## src/rtl/sram_fifo_pkg.sv

```systemverilog
// Shared definitions for the mySRAM FIFO arbiter and its occupancy counter.
package sram_fifo_pkg;

  localparam int DEF_BITS       = 12;
  localparam int DEF_WORD_DEPTH = 8;
  localparam int DEF_ADDR_WIDTH = 3;

  typedef enum logic [1:0] {
    IDLE    = 2'd0,
    BURST_A = 2'd1,
    BURST_B = 2'd2
  } grant_state_e;

  typedef enum logic {
    REQ_A = 1'b0,
    REQ_B = 1'b1
  } req_id_e;

endpackage

```

## src/rtl/sram_fifo_arbiter_occupancy.sv

```systemverilog
// Word occupancy tracker: counts accepted writes minus accepted reads and
// decodes full/empty from the registered count.
module sram_occupancy_ctr
  import sram_fifo_pkg::*;
#(
  parameter int word_depth = DEF_WORD_DEPTH,
  parameter int addr_width = DEF_ADDR_WIDTH
) (
  input  logic                clk,
  input  logic                rst,
  input  logic                wr_accept,
  input  logic                rd_accept,
  output logic [addr_width:0] count,
  output logic                full,
  output logic                empty
);

  logic [addr_width:0] count_q;
  logic [addr_width:0] count_d;

  // Simultaneous write and read leave the occupancy unchanged.
  always_comb begin
    count_d = count_q;
    case ({wr_accept, rd_accept})
      2'b10:   count_d = count_q + (addr_width+1)'(1);
      2'b01:   count_d = count_q - (addr_width+1)'(1);
      default: count_d = count_q;
    endcase
  end

  // Occupancy register.
  always_ff @(posedge clk or posedge rst) begin
    if (rst) count_q <= '0;
    else     count_q <= count_d;
  end

  assign count = count_q;
  assign full  = (count_q == (addr_width+1)'(word_depth));
  assign empty = (count_q == '0);

endmodule

```

## src/rtl/sram_fifo_arbiter.sv

```systemverilog
// Two-requester round-robin burst write arbiter and single-consumer read
// pipeline in front of a mySRAM FIFO store.
module sram_fifo_arbiter
  import sram_fifo_pkg::*;
#(
  parameter int BITS       = DEF_BITS,
  parameter int word_depth = DEF_WORD_DEPTH,
  parameter int addr_width = DEF_ADDR_WIDTH,
  parameter int MAX_BURST  = 4
) (
  input  logic                clk,
  input  logic                rst,
  input  logic                req_a,
  input  logic [BITS-1:0]     data_a,
  output logic                ack_a,
  input  logic                req_b,
  input  logic [BITS-1:0]     data_b,
  output logic                ack_b,
  input  logic                rd_req,
  output logic [BITS-1:0]     rd_data,
  output logic                rd_valid,
  output logic                sram_write,
  output logic                sram_read,
  output logic [BITS-1:0]     sram_data_in,
  input  logic [BITS-1:0]     sram_data_out,
  input  logic                sram_ready,
  input  logic                sram_overflow,
  output logic [addr_width:0] count,
  output logic                full,
  output logic                empty,
  output logic                err_overflow
);

  localparam int BEAT_W = (MAX_BURST > 1) ? $clog2(MAX_BURST) : 1;

  grant_state_e      state_q, state_d;
  logic [BEAT_W-1:0] beat_q, beat_d;
  req_id_e           last_grant_q, last_grant_d;

  logic              sram_write_q, sram_write_d;
  logic              sram_read_q, sram_read_d;
  logic [BITS-1:0]   sram_data_in_q, sram_data_in_d;
  logic              rd_valid_q, rd_valid_d;
  logic [BITS-1:0]   rd_data_q, rd_data_d;
  logic              err_overflow_q, err_overflow_d;

  logic              wr_accept;
  logic              rd_accept;
  logic              burst_last;

  // A stall on full or !sram_ready keeps the grant but blocks the accept.
  assign ack_a      = (state_q == BURST_A) && req_a && !full && sram_ready;
  assign ack_b      = (state_q == BURST_B) && req_b && !full && sram_ready;
  assign wr_accept  = ack_a || ack_b;
  assign rd_accept  = rd_req && !empty && sram_ready;
  assign burst_last = (beat_q == BEAT_W'(MAX_BURST - 1));

  sram_occupancy_ctr #(
    .word_depth (word_depth),
    .addr_width (addr_width)
  ) u_occupancy (
    .clk       (clk),
    .rst       (rst),
    .wr_accept (wr_accept),
    .rd_accept (rd_accept),
    .count     (count),
    .full      (full),
    .empty     (empty)
  );

  // Grant selection: rotate away from last_grant on a tie, end a burst after
  // MAX_BURST beats or when the owner drops its request.
  always_comb begin
    state_d      = state_q;
    beat_d       = beat_q;
    last_grant_d = last_grant_q;
    case (state_q)
      IDLE: begin
        if (req_a && req_b) state_d = (last_grant_q == REQ_A) ? BURST_B : BURST_A;
        else if (req_a)     state_d = BURST_A;
        else if (req_b)     state_d = BURST_B;
      end
      BURST_A: begin
        if ((ack_a && burst_last) || !req_a) begin
          beat_d       = '0;
          last_grant_d = REQ_A;
          state_d      = req_b ? BURST_B : (req_a ? BURST_A : IDLE);
        end else if (ack_a) begin
          beat_d = beat_q + BEAT_W'(1);
        end
      end
      BURST_B: begin
        if ((ack_b && burst_last) || !req_b) begin
          beat_d       = '0;
          last_grant_d = REQ_B;
          state_d      = req_a ? BURST_A : (req_b ? BURST_B : IDLE);
        end else if (ack_b) begin
          beat_d = beat_q + BEAT_W'(1);
        end
      end
      default: begin
        state_d = IDLE;
        beat_d  = '0;
      end
    endcase
  end

  // SRAM strobes, read return pipeline and sticky overflow flag.
  always_comb begin
    sram_write_d   = wr_accept;
    sram_data_in_d = sram_data_in_q;
    if (ack_a)      sram_data_in_d = data_a;
    else if (ack_b) sram_data_in_d = data_b;
    sram_read_d    = rd_accept;
    rd_valid_d     = sram_read_q;
    rd_data_d      = sram_read_q ? sram_data_out : rd_data_q;
    err_overflow_d = err_overflow_q || sram_overflow;
  end

  // All arbiter state and registered outputs.
  always_ff @(posedge clk or posedge rst) begin
    if (rst) begin
      state_q        <= IDLE;
      beat_q         <= '0;
      last_grant_q   <= REQ_B;
      sram_write_q   <= 1'b0;
      sram_read_q    <= 1'b0;
      sram_data_in_q <= '0;
      rd_valid_q     <= 1'b0;
      rd_data_q      <= '0;
      err_overflow_q <= 1'b0;
    end else begin
      state_q        <= state_d;
      beat_q         <= beat_d;
      last_grant_q   <= last_grant_d;
      sram_write_q   <= sram_write_d;
      sram_read_q    <= sram_read_d;
      sram_data_in_q <= sram_data_in_d;
      rd_valid_q     <= rd_valid_d;
      rd_data_q      <= rd_data_d;
      err_overflow_q <= err_overflow_d;
    end
  end

  assign sram_write   = sram_write_q;
  assign sram_read    = sram_read_q;
  assign sram_data_in = sram_data_in_q;
  assign rd_valid     = rd_valid_q;
  assign rd_data      = rd_data_q;
  assign err_overflow = err_overflow_q;

endmodule

```

## config.mk

```make
export PLATFORM = sky130hd
export DESIGN_NAME = sram_fifo_arbiter
export DESIGN_NICKNAME = d
export VERILOG_FILES = /design/src/rtl/sram_fifo_pkg.sv /design/src/rtl/sram_fifo_arbiter_occupancy.sv /design/src/rtl/sram_fifo_arbiter.sv
export SDC_FILE = /design/constraint.sdc
export NUM_CORES = 1
export LEC_CHECK = 0
export CORE_MARGIN = 1
export CORE_UTILIZATION = 45
export CTS_CLUSTER_DIAMETER = 150
export DETAILED_ROUTE_END_ITERATION = 12
export GPL_ROUTABILITY_DRIVEN = 0
export PLACE_DENSITY = 0.94
export SLEW_MARGIN = 10
export SYNTH_ARGS = -nofsm -noshare
export SYNTH_HDL_FRONTEND = slang
export SYNTH_SLANG_ARGS = --single-unit
export TNS_END_PERCENT = 10
```

## constraint.sdc

```tcl
create_clock -name clk -period 8.05 [get_ports clk]
set_input_delay 1.2075 -clock clk [delete_from_list [all_inputs] [get_ports clk]]
set_output_delay 1.2075 -clock clk [all_outputs]
set_load 0.005 [all_outputs]
```

==> flow_metrics.env <==
export IMPL_switching_share_pct=32.15
export IMPL_grt_overflow=0
export IMPL_setup_tns_ns=0
export IMPL_viasPerCell=5.210
export IMPL_crit_chain="clkdlybuf4s50_1 > and2b_1 > and3_1 > clkdlybuf4s50_1"
export IMPL_startpoint="sram_ready"
export IMPL_ir_drop_mv=0.1867
export IMPL_grtUsageMet1_pct=27.59
export IMPL_cts_root_buffer="clkbuf_8"
export IMPL_synth_most_common_cell="dfrtp_1"
export IMPL_drc=0
export IMPL_grtUsageMet3_pct=6.076
export IMPL_postCtsSetupBuffers=0
export IMPL_htreeDepth=2
export IMPL_totalWireLength_mm=4.353
export IMPL_hold_viol=0
export IMPL_critPathTopFamily="buffers and inverters"
export IMPL_hold_path_class="flop to flop"
export IMPL_p_clk_share_pct=18.2
export IMPL_fin_hold_ws_ns=0.4713
export IMPL_cts_hold_buf=0
export IMPL_synth_common_cells="dfrtp_1, a21oi_1, mux2_2"
export IMPL_synth_area_leaders="dfrtp_1, mux2_2, ha_1"
export IMPL_synth_xor_area_share_pct=0.9763
export IMPL_cts_buffer_depth=2
export IMPL_fin_crit_ns=4.088
export IMPL_fmax_mhz=244.6
export IMPL_arrival_ns=2.88
export IMPL_async_flop_share_pct=100.0
export IMPL_synth_top_area_share_pct=50.21
export IMPL_drive_gt1_share_pct=14.46
export IMPL_firstDrtPassIters=4
export IMPL_die_area_mm2=0.004244
export IMPL_grt_first_pass_wirelength_mm=7.272
export IMPL_critPathLaunchType="input pin"
export IMPL_routedWlPerCell_um=15.01
export IMPL_die_x_um=65.15
export IMPL_die_h_um=65.15
export IMPL_port_buffers=78
export IMPL_coreArea_mm2=0.003744
export IMPL_syn_instance_count=162
export IMPL_power_density_mw_per_mm2=331.4
export IMPL_syn_area_per_cell_um2=11.08
export IMPL_synth_compound_area_share_pct=12.69
export IMPL_ys_seq_area_share_pct=51.67
export IMPL_cts_tree="built"
export IMPL_area_growth_pct=51.39
export IMPL_clkTransAtPathRegs_ns=0.07
export IMPL_worstMarginPinSlew_ns=0.7101
export IMPL_crit_slowest_cell="clkdlybuf4s50_1"
export IMPL_crit_fanout=13
export IMPL_syn_area_mm2=0.001794
export IMPL_outcome="complete, no violations"
export IMPL_setup_violations_final=0
export IMPL_yosys_area_share_simple_pct=13.81
export IMPL_synth_nets=214
export IMPL_n_antenna_cell=0
export IMPL_met2_usage_pct=39.84
export IMPL_cpMostUsedCell="clkdlybuf4s50_1"
export IMPL_r2r_end="u_occupancy.count[3]$_DFFE_PP0P_"
export IMPL_synth_warnings=0
export IMPL_synth_top_area_cell="dfrtp_1"
export IMPL_fin_crit_sh_pct=50.78
export IMPL_required_ns=6.84
export IMPL_critPathCapture="ack_b"
export IMPL_grt_max_degree=38
export IMPL_cts_resized=0
export IMPL_skew_ns=0.001420
export IMPL_cp_depth=4
export IMPL_synth_top_family_by_area="simple AND/OR/NAND/NOR gates"
export IMPL_p_switching_uw=289.4
export IMPL_end_kind="output port"
export IMPL_synth_edff_count=0
export IMPL_rrSetupSlack_ns=4.86
export IMPL_cts_sinks=37
export IMPL_pin_count=79
export IMPL_relSlewSlack_pct=52.66
export IMPL_combPwrFrac_pct=45.5
export IMPL_ant_nets=0
export IMPL_rr_startpoint="state_q[0]$_DFFE_PP0P_"
export IMPL_grt_antenna_before_repair=0
export IMPL_rsz0062_at_grt="no"
export IMPL_start_util_pct=47.93
export IMPL_dp_hpwl_mm=3.212
export IMPL_muxShareOfSynthArea_pct=9.902
export IMPL_numCtsBuffers=5
export IMPL_worstSetupPathType="input pin to output port"
export IMPL_grt_usage_pct=22.89
export IMPL_ys_types=37
export IMPL_layout_nets=293
export IMPL_vias=1511
export IMPL_final_fill_count=276
export IMPL_p_seq_share_pct=36.3
export IMPL_fp_row_count=22
export IMPL_path_buf_inv=2
export IMPL_reg2reg_depth=11
export IMPL_ys_seq_elements=37
export IMPL_maxSlewViolCount=0
export IMPL_maxCapViolCount=0
export IMPL_synth_ff_type="dfrtp_1"
export IMPL_drtIter0Drc=74
export IMPL_top_usage_layer="met2"
export IMPL_p_int_uw=610.7
export IMPL_yosys_area_share_adder_pct=6.695
export IMPL_grt_pass1_vias=1524
export IMPL_clock_latency_ns=0.28
export IMPL_cpPeakStageDelay_ns=0.54
export IMPL_p_leak_uw=0.001122
-- logic make-up (layout without fill, tap and decap cells) --
group | count (synthesis) | after routing
simple gates | 43 | 43
compound gates | 39 | 39
flops | 37 | 37
mux | 16 | 16
buf+inv | 16 | 96
fa+ha+maj | 9 | 9
xor+xnor | 2 | 2
-- power by group through the flow --
stage	clock (uW)	sequential [uW]	combinational, uW
after floorplan	0	325	204
after CTS	167	328	413
final	164	327	409
after global routing	177	338	452
after detailed placement	0	331	411
after global placement	0	325	394
-- worst reg2reg max path, stage by stage (launching register included) --
cell and delay (ns):
dfrtp_1 0.40, inv_1 0.10, ha_1 0.28, a22o_1 0.21
and3b_1 0.63, inv_1 0.10, ha_1 0.28, ha_1 0.28
a21o_1 0.20, a2111oi_0 0.35, nand4b_1 0.16, nand3_1 0.07
-- cell usage in the layout (no fill, tap or decap), types with 2 or more instances in the layout --
cell type / Yosys / final
o21ai_0: 5 / 5
nand2_1: 9 / 9
dfrtp_1: 36 / 36
nand3_1: 3 / 3
nand2b_1: 2 / 2
nor2_1: 8 / 8
nor2b_1: 2 / 2
ha_1: 8 / 8
clkbuf_8: 0 / 6
a21oi_1: 17 / 17
o22ai_1: 12 / 12
inv_1: 9 / 9
mux2_2: 14 / 14
clkdlybuf4s50_1: 0 / 78
or2_2: 2 / 2
nor2_2: 8 / 8
mux2i_1: 2 / 2
-- routing by layer --
metal,part of all wire [%],vias up
li1,-,724
met1,42,717
met4,1.4,0
met5,0,-
met3,7.6,7
met2,49,63
-- area by class of cell --
cell class / instances / area [um^2] / share of cell area [%]
Sequential cell: 37 / 927.1 / 34.13
Multi-Input combinational cell: 109 / 790.8 / 29.11
Timing Repair Buffer: 79 / 788.3 / 29.02
Clock buffer: 7 / 86.33 / 3.178
Tap cell: 48 / 60.06 / 2.211
Inverter: 9 / 33.78 / 1.244
Clock inverter: 1 / 30.03 / 1.105
-- through the flow --
stage / utilization (%) / worst slack (ns) / instance area (um^2) / total power (uW) / instances
2_1_floorplan: - / 4.882 / 1794 / 529.4 / 162
3_3_place_gp: 69.45 / 3.922 / 2600 / 718.7 / 282
3_5_place_dp: 69.45 / 3.815 / 2600 / 741.6 / 282
4_1_cts: 72.56 / 3.968 / 2716 / 908.0 / 290
5_1_grt: 72.56 / 3.866 / 2716 / 966.9 / 290
6_report: 72.56 / 3.962 / 2716 / 900.1 / 290
-- state kept, by name (all words and copies together) (netlist names) --
name               cells
sram_data_in          12
rd_data               12
u_occupancy.count      4
err_overflow           1
sram_read              1
rd_valid               1
beat_q                 2
sram_write             1
last_grant_q           1
state_q                2
-- worst min-delay path by stage --
stage | depth (start not counted) | slack, ns | to | startpoint
global route | 1 | 0.50 | err_overflow$_DFF_PP0_ | err_overflow$_DFF_PP0_
global placement | 1 | 0.45 | err_overflow$_DFF_PP0_ | err_overflow$_DFF_PP0_
finish | 1 | 0.47 | err_overflow$_DFF_PP0_ | err_overflow$_DFF_PP0_
detailed placement | 1 | 0.45 | err_overflow$_DFF_PP0_ | err_overflow$_DFF_PP0_
CTS | 1 | 0.48 | err_overflow$_DFF_PP0_ | err_overflow$_DFF_PP0_
floorplan | 0 | 0.45 | rd_valid$_DFF_PP0_ | sram_read$_DFF_PP0_
(Power assumes the default switching activity.)
